===== config.mk =====
export PLATFORM = sky130hd
export DESIGN_NAME = change_sequencer_flat
export DESIGN_NICKNAME = d
export VERILOG_FILES = /design/src/rtl/change_sequencer_if.sv /design/src/rtl/change_sequencer.sv /design/src/flat_wrapper.sv
export SDC_FILE = /design/constraint.sdc
export NUM_CORES = 1
export LEC_CHECK = 0
export ABC_AREA = 1
export CORE_UTILIZATION = 51
export DETAILED_ROUTE_END_ITERATION = 10
export PLACE_DENSITY = 0.81
export SLEW_MARGIN = 20
export SYNTH_ARGS = -nofsm -noshare
export SYNTH_HDL_FRONTEND = slang
export SYNTH_SLANG_ARGS = --single-unit

===== constraint.sdc =====
create_clock -name i_clk -period 2.53 [get_ports i_clk]
set_clock_uncertainty 0.2 [all_clocks]
set_input_delay 0.506 -clock i_clk [delete_from_list [all_inputs] [get_ports i_clk]]
set_output_delay 0.506 -clock i_clk [all_outputs]
set_load 0.02 [all_outputs]

===== src/rtl/change_sequencer_if.sv =====
// Request and coin-mechanism signals of change_sequencer, bundled for the credit logic (master)
// and the sequencer itself (slave).
interface change_sequencer_if #(
    parameter int INV_W = 8
);
    logic             start;
    logic [8:0]       change;
    logic             load_inv;
    logic [INV_W-1:0] inv_q;
    logic [INV_W-1:0] inv_d;
    logic [INV_W-1:0] inv_n;
    logic             coin_ack;
    logic             eject_q;
    logic             eject_d;
    logic             eject_n;
    logic             busy;
    logic             done;
    logic             err;
    logic [8:0]       remaining;
    logic [INV_W-1:0] cnt_q;
    logic [INV_W-1:0] cnt_d;
    logic [INV_W-1:0] cnt_n;

    modport master (
        output start, change, load_inv, inv_q, inv_d, inv_n, coin_ack,
        input  eject_q, eject_d, eject_n, busy, done, err, remaining, cnt_q, cnt_d, cnt_n
    );

    modport slave (
        input  start, change, load_inv, inv_q, inv_d, inv_n, coin_ack,
        output eject_q, eject_d, eject_n, busy, done, err, remaining, cnt_q, cnt_d, cnt_n
    );
endinterface


===== src/rtl/change_sequencer.sv =====
// Greedy change dispenser: ejects quarters, dimes and nickels one at a time from its own
// inventory, waiting for the mechanism's acknowledge after each pulse.
module change_sequencer #(
    parameter int PULSE_CYCLES = 4,
    parameter int INV_W        = 8,
    parameter int TIMEOUT      = 255
) (
    input  logic              i_clk,
    input  logic              i_rst_n,
    change_sequencer_if.slave bus
);

    localparam int PW = (PULSE_CYCLES > 1) ? $clog2(PULSE_CYCLES) : 1;
    localparam int TW = (TIMEOUT > 1) ? $clog2(TIMEOUT) : 1;
    localparam logic [PW-1:0] PULSE_LAST = PW'(PULSE_CYCLES - 1);
    localparam logic [TW-1:0] WAIT_LAST  = TW'(TIMEOUT - 1);

    typedef enum logic [2:0] {
        ST_IDLE,
        ST_SELECT,
        ST_EJECT,
        ST_WAIT_ACK,
        ST_FINISH
    } SeqState;

    typedef enum logic [1:0] {
        COIN_Q,
        COIN_D,
        COIN_N
    } CoinSel;

    SeqState          r_state;
    SeqState          w_nextState;
    CoinSel           r_coin;
    CoinSel           w_pick;
    logic [8:0]       r_remaining;
    logic [INV_W-1:0] r_cntQ;
    logic [INV_W-1:0] r_cntD;
    logic [INV_W-1:0] r_cntN;
    logic             r_err;
    logic [PW-1:0]    r_pulseCnt;
    logic [TW-1:0]    r_waitCnt;

    logic             w_loadInv;
    logic             w_accept;
    logic             w_pickValid;
    logic             w_setErr;
    logic             w_takeCoin;
    logic             w_ejectQ;
    logic             w_ejectD;
    logic             w_ejectN;
    logic             w_busy;
    logic             w_done;
    logic [8:0]       w_coinValue;

    always_comb begin
        case (r_coin)
            COIN_Q:  w_coinValue = 9'd25;
            COIN_D:  w_coinValue = 9'd10;
            default: w_coinValue = 9'd5;
        endcase
    end

    always_ff @(posedge i_clk or negedge i_rst_n) begin
        if (!i_rst_n) begin
            r_state <= ST_IDLE;
        end else begin
            r_state <= w_nextState;
        end
    end

    // Ejects decode straight from state so an asynchronous reset drops them at once.
    always_comb begin
        w_nextState = r_state;
        w_loadInv   = 1'b0;
        w_accept    = 1'b0;
        w_pickValid = 1'b0;
        w_pick      = COIN_Q;
        w_setErr    = 1'b0;
        w_takeCoin  = 1'b0;
        w_ejectQ    = 1'b0;
        w_ejectD    = 1'b0;
        w_ejectN    = 1'b0;
        w_busy      = (r_state != ST_IDLE);
        w_done      = 1'b0;

        case (r_state)
            ST_IDLE: begin
                if (bus.load_inv) begin
                    w_loadInv = 1'b1;
                end else if (bus.start) begin
                    w_accept    = 1'b1;
                    w_nextState = ST_SELECT;
                end
            end
            ST_SELECT: begin
                if (r_remaining < 9'd5) begin
                    w_setErr    = (r_remaining != 9'd0);
                    w_nextState = ST_FINISH;
                end else if (r_remaining >= 9'd25 && r_cntQ != '0) begin
                    w_pickValid = 1'b1;
                    w_pick      = COIN_Q;
                    w_nextState = ST_EJECT;
                end else if (r_remaining >= 9'd10 && r_cntD != '0) begin
                    w_pickValid = 1'b1;
                    w_pick      = COIN_D;
                    w_nextState = ST_EJECT;
                end else if (r_cntN != '0) begin
                    w_pickValid = 1'b1;
                    w_pick      = COIN_N;
                    w_nextState = ST_EJECT;
                end else begin
                    w_setErr    = 1'b1;
                    w_nextState = ST_FINISH;
                end
            end
            ST_EJECT: begin
                w_ejectQ = (r_coin == COIN_Q);
                w_ejectD = (r_coin == COIN_D);
                w_ejectN = (r_coin == COIN_N);
                if (r_pulseCnt == PULSE_LAST) begin
                    w_nextState = ST_WAIT_ACK;
                end
            end
            ST_WAIT_ACK: begin
                if (bus.coin_ack) begin
                    w_takeCoin  = 1'b1;
                    w_nextState = ST_SELECT;
                end else if (r_waitCnt == WAIT_LAST) begin
                    w_setErr    = 1'b1;
                    w_nextState = ST_FINISH;
                end
            end
            ST_FINISH: begin
                w_done      = 1'b1;
                w_nextState = ST_IDLE;
            end
            default: begin
                w_nextState = ST_IDLE;
            end
        endcase
    end

    always_ff @(posedge i_clk or negedge i_rst_n) begin
        if (!i_rst_n) begin
            r_remaining <= '0;
            r_cntQ      <= '0;
            r_cntD      <= '0;
            r_cntN      <= '0;
            r_err       <= 1'b0;
            r_coin      <= COIN_Q;
            r_pulseCnt  <= '0;
            r_waitCnt   <= '0;
        end else begin
            if (w_loadInv) begin
                r_cntQ <= bus.inv_q;
                r_cntD <= bus.inv_d;
                r_cntN <= bus.inv_n;
            end else if (w_takeCoin) begin
                case (r_coin)
                    COIN_Q:  r_cntQ <= r_cntQ - INV_W'(1);
                    COIN_D:  r_cntD <= r_cntD - INV_W'(1);
                    default: r_cntN <= r_cntN - INV_W'(1);
                endcase
            end

            if (w_accept) begin
                r_remaining <= bus.change;
                r_err       <= 1'b0;
            end else if (w_takeCoin) begin
                r_remaining <= r_remaining - w_coinValue;
            end

            if (w_setErr) begin
                r_err <= 1'b1;
            end

            if (w_pickValid) begin
                r_coin <= w_pick;
            end

            // Both counters restart on entry because SELECT/EJECT always precede their states.
            r_pulseCnt <= (r_state == ST_EJECT) ? r_pulseCnt + PW'(1) : '0;
            r_waitCnt  <= (r_state == ST_WAIT_ACK) ? r_waitCnt + TW'(1) : '0;
        end
    end

    assign bus.eject_q   = w_ejectQ;
    assign bus.eject_d   = w_ejectD;
    assign bus.eject_n   = w_ejectN;
    assign bus.busy      = w_busy;
    assign bus.done      = w_done;
    assign bus.err       = r_err;
    assign bus.remaining = r_remaining;
    assign bus.cnt_q     = r_cntQ;
    assign bus.cnt_d     = r_cntD;
    assign bus.cnt_n     = r_cntN;

endmodule


===== src/flat_wrapper.sv =====
// flat-port wrapper written by rule: the top's interface ports become plain ports
module change_sequencer_flat 
#(
    parameter int PULSE_CYCLES = 4,
    parameter int INV_W        = 8,
    parameter int TIMEOUT      = 255
)
  (i_clk, i_rst_n, bus_start, bus_change, bus_load_inv, bus_inv_q, bus_inv_d, bus_inv_n, bus_coin_ack, bus_eject_q, bus_eject_d, bus_eject_n, bus_busy, bus_done, bus_err, bus_remaining, bus_cnt_q, bus_cnt_d, bus_cnt_n);
  change_sequencer_if #(.INV_W(INV_W)) bus_i ();
  input  logic i_clk;
  input  logic i_rst_n;
  input wire logic [$bits(bus_i.start)-1:0] bus_start;
  input wire logic [$bits(bus_i.change)-1:0] bus_change;
  input wire logic [$bits(bus_i.load_inv)-1:0] bus_load_inv;
  input wire logic [$bits(bus_i.inv_q)-1:0] bus_inv_q;
  input wire logic [$bits(bus_i.inv_d)-1:0] bus_inv_d;
  input wire logic [$bits(bus_i.inv_n)-1:0] bus_inv_n;
  input wire logic [$bits(bus_i.coin_ack)-1:0] bus_coin_ack;
  output wire logic [$bits(bus_i.eject_q)-1:0] bus_eject_q;
  output wire logic [$bits(bus_i.eject_d)-1:0] bus_eject_d;
  output wire logic [$bits(bus_i.eject_n)-1:0] bus_eject_n;
  output wire logic [$bits(bus_i.busy)-1:0] bus_busy;
  output wire logic [$bits(bus_i.done)-1:0] bus_done;
  output wire logic [$bits(bus_i.err)-1:0] bus_err;
  output wire logic [$bits(bus_i.remaining)-1:0] bus_remaining;
  output wire logic [$bits(bus_i.cnt_q)-1:0] bus_cnt_q;
  output wire logic [$bits(bus_i.cnt_d)-1:0] bus_cnt_d;
  output wire logic [$bits(bus_i.cnt_n)-1:0] bus_cnt_n;
  assign bus_i.start = bus_start;
  assign bus_i.change = bus_change;
  assign bus_i.load_inv = bus_load_inv;
  assign bus_i.inv_q = bus_inv_q;
  assign bus_i.inv_d = bus_inv_d;
  assign bus_i.inv_n = bus_inv_n;
  assign bus_i.coin_ack = bus_coin_ack;
  assign bus_eject_q = bus_i.eject_q;
  assign bus_eject_d = bus_i.eject_d;
  assign bus_eject_n = bus_i.eject_n;
  assign bus_busy = bus_i.busy;
  assign bus_done = bus_i.done;
  assign bus_err = bus_i.err;
  assign bus_remaining = bus_i.remaining;
  assign bus_cnt_q = bus_i.cnt_q;
  assign bus_cnt_d = bus_i.cnt_d;
  assign bus_cnt_n = bus_i.cnt_n;
  change_sequencer #(.PULSE_CYCLES(PULSE_CYCLES), .INV_W(INV_W), .TIMEOUT(TIMEOUT)) u_core (.i_clk(i_clk), .i_rst_n(i_rst_n), .bus(bus_i));
endmodule

Word level (Yosys, flattened, before mapping). Cells that the tools add are included.

Order comparisons: 3. $add $sub $neg: 6. Reduce and logical (&&, ||, !) cells: 19. Equal/unequal tests: 13. Multiplexer cells: 54.

Operator list (count): 2-to-1 mux 8 bit (10); 2-to-1 mux 3 bit (9); 2-to-1 mux 1 bit (24); nonzero test 8 bit (3); subtractor 8 x 1 -> 8 bit, second input constant (3); 2-to-1 mux 9 bit (2); 2-to-1 mux 2 bit (6); case mux 3 bit (4 select lines) (1); case mux 5 bit (2 select lines) (1); nonzero test 2 bit (5); greater-or-equal comparator 9 x 4 -> 1 bit, second input constant (1); greater-or-equal comparator 9 x 5 -> 1 bit, second input constant (1); < comparator 9 x 3 -> 1 bit, second input constant (1); nonzero test 9 bit (1); subtractor 9 bit (1); adder 8 x 1 -> 8 bit, second input constant (1); equality test 8 bit, second input constant (1); equality test 3 x 2 -> 1 bit, second input constant (2); AND reduction 2 bit (3); equality test 2 bit, second input constant (2); inequality test 2 x 1 -> 1 bit, second input constant (2); inequality test 2 bit, second input constant (2); AND reduction 4 bit (1); equality test 3 x 1 -> 1 bit, second input constant (1); other kinds (10) (11).

Output and inout bits: 39. Input port bits: 38. Bits in registers: 49.

Depth between registers and ports, before layout. Gate-level depths: netlist (run 1).

Word-level depth: 7. Depth in mapped cells: 12. Gate-level depth less buffers: 12.

Worst setup path after synthesis (run 1). No wires, ideal clock.

Path type: flip-flop to flip-flop. Start point: register u_core.r_coin[1]. End point: register u_core.r_remaining[8] (netlist: u_core.bus.remaining[8]). Path slack: 0.289 ns. Data arrival time: 1.924 ns. Period minus slack after synthesis: 2.241 ns. Cell stages (with the launch flop): 11. Path buffers: 0. Path through: dfrtp_1 > nor2_1 > inv_1 > ha_1 > fa_1 > o21ai_0 > nand2_1 > nand4_1 > nand3_1 > nand2_1 > nand2_1.

Word-level cells in the longest chain between the ends: 5. Elaborated cells on any way between the ends: 6. Classes of those cells: add/sub: 1; eq/ne: 1; mux: 3; reduce/logical: 1.

Ends and longest elaborated chain: from (decl) (line change_sequencer.sv:34) `CoinSel r_coin;`; from (signal assigned) (line change_sequencer.sv:179) `r_coin <= w_pick;`; equality test 2 x 1 -> 1 bit / logical NOT 2 bit (equally long branches) (line change_sequencer.sv:57) `case (r_coin)`; case mux 5 bit (2 select lines) (*) (line change_sequencer.sv:57); subtractor 9 bit (*) (line change_sequencer.sv:171) `r_remaining <= r_remaining - w_coinValue;`; 2-to-1 mux 9 bit (*) (line change_sequencer.sv:170) `end else if (w_takeCoin) begin`; 2-to-1 mux 9 bit (*) (line change_sequencer.sv:167) `if (w_accept) begin`; to (signal assigned) (line change_sequencer.sv:168) `r_remaining <= bus.change;`; to (signal assigned) (line change_sequencer.sv:171); to (decl) (line change_sequencer.sv:36) `logic [8:0] r_remaining;`.

Every way passes the cells marked *; elsewhere a longest branch is shown, timed or not. The select of a mux whose other input is x is not followed. A chain may end at the register's enable or synchronous reset.

Final worst setup path (run 1).
Start point: register u_core.r_coin[1]. End point: output bus_eject_q.

Word-level cells in the longest chain between the ends: 2.

Ends and longest elaborated chain: logical NOT 2 bit (line change_sequencer.sv:118) `w_ejectQ = (r_coin == COIN_Q);`; 2-to-1 mux 1 bit (line change_sequencer.sv:87) `case (r_state)`; to (decl) (line flat_wrapper.sv:19) `output wire logic [$bits(bus_i.eject_q)-1:0] bus_eject_q;`.

No other way between the ends.

==> results of run 1 <==
power by group:
group	internal [mW]	switching, mW	leakage [nW]
Combinational	1.29	1.85	1.34
Sequential	1.09	0.327	0.614
Clock	0.323	0.263	0.0585
placed cells by master (no fill, tap or decap), types with 2 or more instances in the layout:
cell             instances
o21ai_2                  4
nand2_1                 92
a21oi_1                  8
nand3_1                 31
dlygate4sd2_1            3
inv_1                   62
o21ai_0                 36
clkdlybuf4s50_1         72
o211ai_2                 2
buf_4                    5
ha_1                    12
nor2_1                  59
a31oi_2                  5
nand2_8                  2
o22ai_1                  7
nor3_1                  11
nor3b_1                  2
o21ai_4                  2
dfrtp_1                 49
clkbuf_8                 6
inv_2                    3
a31oi_1                  4
o211ai_1                 2
xor2_1                   8
nor2_2                   3
o21ai_1                  5
nand4_1                  7
nand2_2                  2
inv_4                    3
registers in the layout (all words and copies together) (netlist names):
| name | flops |
|---|---|
| u_core.bus.err | 1 |
| u_core.bus.cnt_d | 8 |
| u_core.r_waitCnt | 8 |
| u_core.r_state | 3 |
| u_core.r_coin | 2 |
| u_core.r_pulseCnt | 2 |
| u_core.bus.remaining | 9 |
| u_core.bus.cnt_q | 8 |
| u_core.bus.cnt_n | 8 |
worst register-to-register path: stages (launching register included):
cell	delay [ns]
dfrtp_1	0.48
nor2_2	0.19
inv_1	0.09
ha_1	0.21
fa_1	0.41
o21ai_1	0.23
a21boi_0	0.16
nand2_1	0.09
nand2_1	0.06
nand3_1	0.09
nand2_1	0.07
inv_1	0.05
per-layer routing:
| layer | global-route usage | part of all wire | routed length, um | up-vias |
|---|---|---|---|---|
| met5 | 0 | 0 | 0 | - |
| met4 | 0.0423 | 0.0084 | 66 | 0 |
| met3 | 0.0318 | 0.051 | 400 | 7 |
| met2 | 0.395 | 0.49 | 3800 | 105 |
| met1 | 0.320 | 0.46 | 3570 | 1466 |
| li1 | - | - | - | 1609 |
what timing repair did:
item | in CTS | in global routing
setup endpoints to repair | 3 | 5
gates resized for setup | 3 | 3
hold endpoints to repair | 6 | 0
hold buffers | 1 | 0
cells by family (layout without fill, tap and decap cells):
family | after synthesis | in the layout | share of synthesized area
adders and majority gates | 13 | 13 | 0.0509
and+or+nand+nor | 211 | 211 | 0.278
xor gates and xnor gates | 9 | 9 | 0.0236
DFF | 49 | 49 | 0.367
buffers and inverters | 80 | 160 | 0.111
AOI/OAI and AO/OA | 83 | 83 | 0.170
path summary, 6_finish.rpt:
path / to / slack [ns] / depth (start not counted)
worst max-delay path: bus_eject_q / 0.15 / 4
worst min register to register: u_core.r_pulseCnt[0] / 0.24 / 1
max in group asynchronous: u_core.bus.cnt_n[2] / 1.36 / 3
min in group asynchronous: u_core.bus.remaining[7] / 0.51 / 3
worst min-delay path: u_core.r_pulseCnt[0] / 0.24 / 1
worst max register to register: u_core.bus.remaining[6] / 0.16 / 11
metrics by stage:
stage | std cells | worst slack, ns | util
global route | 602 | 0.0532 | 0.674
global placement | 593 | 0.183 | 0.654
floorplan | 445 | 0.289 | -
detailed placement | 593 | 0.0721 | 0.654
CTS | 602 | 0.0464 | 0.673
finish | 602 | 0.149 | 0.674
layout make-up:
class,count,share of cell area
timing repair buffer,83,0.192
clock inverter,1,0.00702
inverter,69,0.0635
sequential,49,0.287
clock buffer,7,0.0202
tap,77,0.0225
multi-input combinational,316,0.409
==> run_results.csv, run 1 <==
group,metric,value,unit
outcome,status,"finished, final reports clean",
layout,fin_nets,575,
layout,design_area,0.00428,mm2
logic_synthesis,synth_area,0.00334,mm2
logic_synthesis,syn_nets,496,
clocking,root_buffer,"clkbuf_8",
layout,regArea,0.00123,mm2
drt,firstDrtPassIters,5,
logic_synthesis,synth_ff_type,"dfrtp_1",
critical_path,crit_type,"register to output pin",
logic_synthesis,synth-edff-count,0,
clocking,htreeDepth,2,
drt,dr_total_vias,3187,
layout,drive_above_1_share,0.0857,
power_and_ir_drop,p_leak,2.01,nW
grt,grtUsageTotal,0.232,
critical_path,crit_path_cell_trace,"nor2_1, inv_1, nor2_1, dlygate4sd2_1",
timing,rsz0062_at_grt,"false",
floorplanning,die_area,0.00688,mm2
power_and_ir_drop,p_total,5.14,mW
critical_path,critPathSlowestCell,"dfrtp_1",
drt,drt-vias-per-instance,5.29,
critical_path,endpoint_kind,"output pin",
min_path,hp-class,"register to register",
layout,antenna_cells,0,
clocking,cts.clk_slew.worst_paths,0.09,ns
drt,wl_per_cell,13.0,um
floorplanning,core_area,0.00635,mm2
timing,maxSlewViolCount,0,
floorplanning,start_util,0.527,
place,gp_congestion,0.891,
timing,whs,0.245,ns
layout,syn_to_final_growth,28.0,%
critical_path,required,1.82,ns
layout,fill_cells,505,
critical_path,r2r_start,"u_core.r_coin[1]",
floorplanning,rows,29,
critical_path,crit_arrival,1.67,ns
drt,drt_iter0_drc,199,
clocking,post_cts_buffers,0,
logic_synthesis,synth-seq-area-share,0.367,
logic_synthesis,yosys-top-cells-count,"92 x nand2_1, 62 x inv_1, 60 x nor2_1, 49 x dfrtp_1, 38 x o21ai_0",
drt,drt-total-wl,7830,um
critical_path,startpoint_type,"register",
logic_synthesis,yosys-top-cells-area,"dfrtp_1 37%, nand2_1 10%, inv_1 7.0%",
logic_synthesis,synth.largest_area_cell,"dfrtp_1",
timing,slew_headroom,0.712,
timing,worst_slew_pin_slew,0.429,ns
logic_synthesis,syn_inst,445,
grt,grt_max_degree,50,
grt,grt.overflow.total,0,
floorplanning,fp.dieH,83.0,um
grt,antenna_found_initial,0,
timing,setup-tns-final,0,ns
timing,max_freq,420,MHz
critical_path,timing.critical_path.from,"u_core.r_coin[1]",
timing,min_period_over_period,0.941,
critical_path,crit_buf_inv,2,
place,dpl_cell_area,0.00415,mm2
critical_path,critPathMaxFanout,6,
place,io_buffers,76,
critical_path,cpMostUsedCell,"nor2_1",
drt,drc,0,
power_and_ir_drop,pwr_density_cell,1200,mW/mm2
place,place_hpwl,5890,um
logic_synthesis,yosysUniqueCellTypes,43,
logic_synthesis,synthArstFlopShare,1.00,
logic_synthesis,synth_top_cell_area_share,0.367,
clocking,clock_latency,0.30,ns
critical_path,slowest_delay,0.48,ns
floorplanning,io_pins,77,
drt,ant_nets,0,
clocking,cts.path.max_buffers,2,
critical_path,cp_top_family,"buffers and inverters",
clocking,clkSinkCount,49,
logic_synthesis,synth_most_common_cell,"nand2_1",
logic_synthesis,synth_seq_cells,49,
grt,grt_first_pass_wirelength,13300,um
layout,multiInputGateArea,0.00175,mm2
grt,grt_pass1_vias,2922,
logic_synthesis,synth.avg_cell_area,7.51,um2
floorplanning,die_w,83.0,um
timing,hold_viol_final,0,
logic_synthesis,synth.yosys.warnings,0,
flow_run,maxCapViolations,0,
clocking,cts_tree,"yes",
clocking,cts_buffers,5,
timing,setup_violations,0,
min_path,hp-start,"u_core.r_pulseCnt[0]",
timing,period_minus_slack,2.38,ns
power_and_ir_drop,max-vdd-ir-drop,0.619,mV
Power figures use the tool's default switching activity.
==> inputs of run 2 (changes only) <==
--- a/config.mk
+++ b/config.mk
@@ -8,6 +8,7 @@
 export ABC_AREA = 1
 export CORE_UTILIZATION = 51
 export DETAILED_ROUTE_END_ITERATION = 10
+export GPL_ROUTABILITY_DRIVEN = 0
 export PLACE_DENSITY = 0.81
 export SLEW_MARGIN = 20
 export SYNTH_ARGS = -nofsm -noshare
==> run 2 against run 1 <==
Wire length grew 0.74%. Power shrank 0.20%. Die area is the same. Critical path depth is the same. First-iteration DRC count grew 42%. Hold slack lost 0.16 ns. Sequential cell count is the same. Sequential power is essentially flat. Clock power grew 2%. Clock-buffer cell count shrank 1. Global-route usage grew 0.13 points. Largest cell class unchanged. Largest power group unchanged. Highest routed layer unchanged.
==> run_results.csv, run 2 (synthesized netlist as in run 1, its figures left out) <==
group,metric,value,unit
outcome,status,"finished, final reports clean",
power_and_ir_drop,pwr_density_cell,1200,mW/mm2
critical_path,crit_type,"register to output pin",
timing,max_freq,421,MHz
clocking,htreeDepth,2,
layout,antenna_cells,0,
layout,fill_cells,530,
critical_path,reg2reg_to,"u_core.bus.remaining[7]",
place,place_hpwl,5930,um
clocking,clkSinkCount,49,
layout,syn_to_final_growth,27.4,%
drt,wl_per_cell,13.1,um
drt,ant_nets,0,
floorplanning,die_w,83.0,um
timing,slew_headroom,0.566,
critical_path,rr_worst_depth,11,
clocking,clock_latency,0.30,ns
layout,layout_commonest_cell,"nand2_1",
clocking,cts.clk_slew.worst_paths,0.10,ns
grt,antenna_found_initial,0,
clocking,cts_buffers,5,
timing,rsz0062_at_grt,"false",
drt,drc,0,
flow_run,maxCapViolations,0,
drt,firstDrtPassIters,5,
critical_path,crit_arrival,1.67,ns
drt,dr_total_vias,3177,
layout,fin_nets,574,
grt,grt_pass1_vias,2988,
critical_path,endpoint_kind,"output pin",
layout,largest_register_ffs,9,
grt,grtUsageTotal,0.233,
layout,design_area,0.00426,mm2
power_and_ir_drop,p_leak,2.00,nW
timing,hold_viol_final,0,
floorplanning,core_area,0.00635,mm2
drt,m1WireLength,3600,um
clocking,post_cts_buffers,0,
min_path,hp-class,"input pin to async pin",
timing,min_period_over_period,0.940,
clocking,root_buffer,"clkbuf_8",
timing,maxSlewViolCount,0,
power_and_ir_drop,max-vdd-ir-drop,0.660,mV
grt,grt_first_pass_wirelength,13400,um
floorplanning,die_area,0.00688,mm2
floorplanning,io_pins,77,
timing,setup_violations,0,
drt,drt-total-wl,7890,um
floorplanning,rows,29,
timing,period_minus_slack,2.38,ns
drt,route.met2.wl,3780,um
critical_path,startpoint_type,"register",
timing,setup-tns-final,0,ns
layout,layout_common_cells,"92 x nand2_1, 72 x clkdlybuf4s50_1, 62 x inv_1, 59 x nor2_1, 49 x dfrtp_1",
drt,drt-vias-per-instance,5.29,
timing,worst_slew_pin_slew,0.651,ns
grt,grt.overflow.total,0,
drt,dr_wl_met3,423,um
clocking,cts_tree,"yes",
clocking,ctsHoldBuffers,0,
critical_path,r2r_slack,0.22,ns
drt,drt_iter0_drc,282,
place,io_buffers,76,
layout,drive_above_1_share,0.0878,
floorplanning,start_util,0.527,
grt,grt_max_degree,50,
floorplanning,fp.dieH,83.0,um
critical_path,required,1.82,ns
drt,top_layer_used,"met4",
place,dpl_cell_area,0.00414,mm2
clocking,cts.path.max_buffers,2,
critical_path,r2r_start,"u_core.r_coin[1]",
critical_path,critPathMaxFanout,7,
==> run 2: per-layer routing <==
metal	vias up	track usage
met2	102	0.403
li1	1600	-
met5	-	0
met4	0	0.0439
met3	12	0.0298
met1	1463	0.317
==> run 2: how the worst max path moves through the flow <==
| stage | depth (start not counted) | end | slack, ns | from |
|---|---|---|---|---|
| 4_1_cts | 10 | u_core.bus.remaining[8] | 0.12 | u_core.r_coin[1] |
| 2_1_floorplan | 10 | u_core.bus.remaining[8] | 0.29 | u_core.r_coin[1] |
| 3_3_place_gp | 4 | bus_eject_n | 0.20 | u_core.r_state[0] |
| 6_report | 4 | bus_eject_n | 0.15 | u_core.r_state[0] |
| 3_5_place_dp | 10 | u_core.bus.remaining[8] | 0.13 | u_core.r_coin[1] |
| 5_1_grt | 11 | u_core.bus.remaining[6] | 0.05 | u_core.r_coin[1] |
==> run 2: critical path, cell delays in order (launching register included) <==
cell and delay (ns):
dfrtp_1 0.45, nor2_2 0.13, nand2_1 0.18, nor3_1 0.24, dlygate4sd2_1 0.37
==> run 2: power breakdown <==
part | switching, mW | internal, mW
combinational | 1.84 | 1.28
clock | 0.277 | 0.322
sequential | 0.325 | 1.09
total | 2.44 | 2.69
==> run 2: area by class of cell <==
type,instances,area [um2],share of cell area
tap,77,96.3,0.0226
multi-input combinational,316,1750,0.411
clock inverter,2,37.5,0.00881
clock buffer,6,82.6,0.0194
sequential,49,1230,0.288
inverter,69,272,0.0637
timing repair buffer,82,797,0.187
==> run 2: stage by stage <==
step                 util  setup slack, ns  std cells  total power, mW  hold WS, ns
floorplan               -            0.289        445             3.55       0.0104
global placement    0.652            0.204        593             4.45        0.225
detailed placement  0.652            0.133        593             4.53        0.227
CTS                 0.671            0.125        601             5.14        0.131
global route        0.671           0.0478        601             5.58        0.162
finish              0.671            0.153        601             5.13       0.0890
==> run 2: timing repair <==
action / in CTS / in global routing
gates resized for setup: 3 / 2
hold endpoints to repair: 0 / 0
setup endpoints to repair: 3 / 3
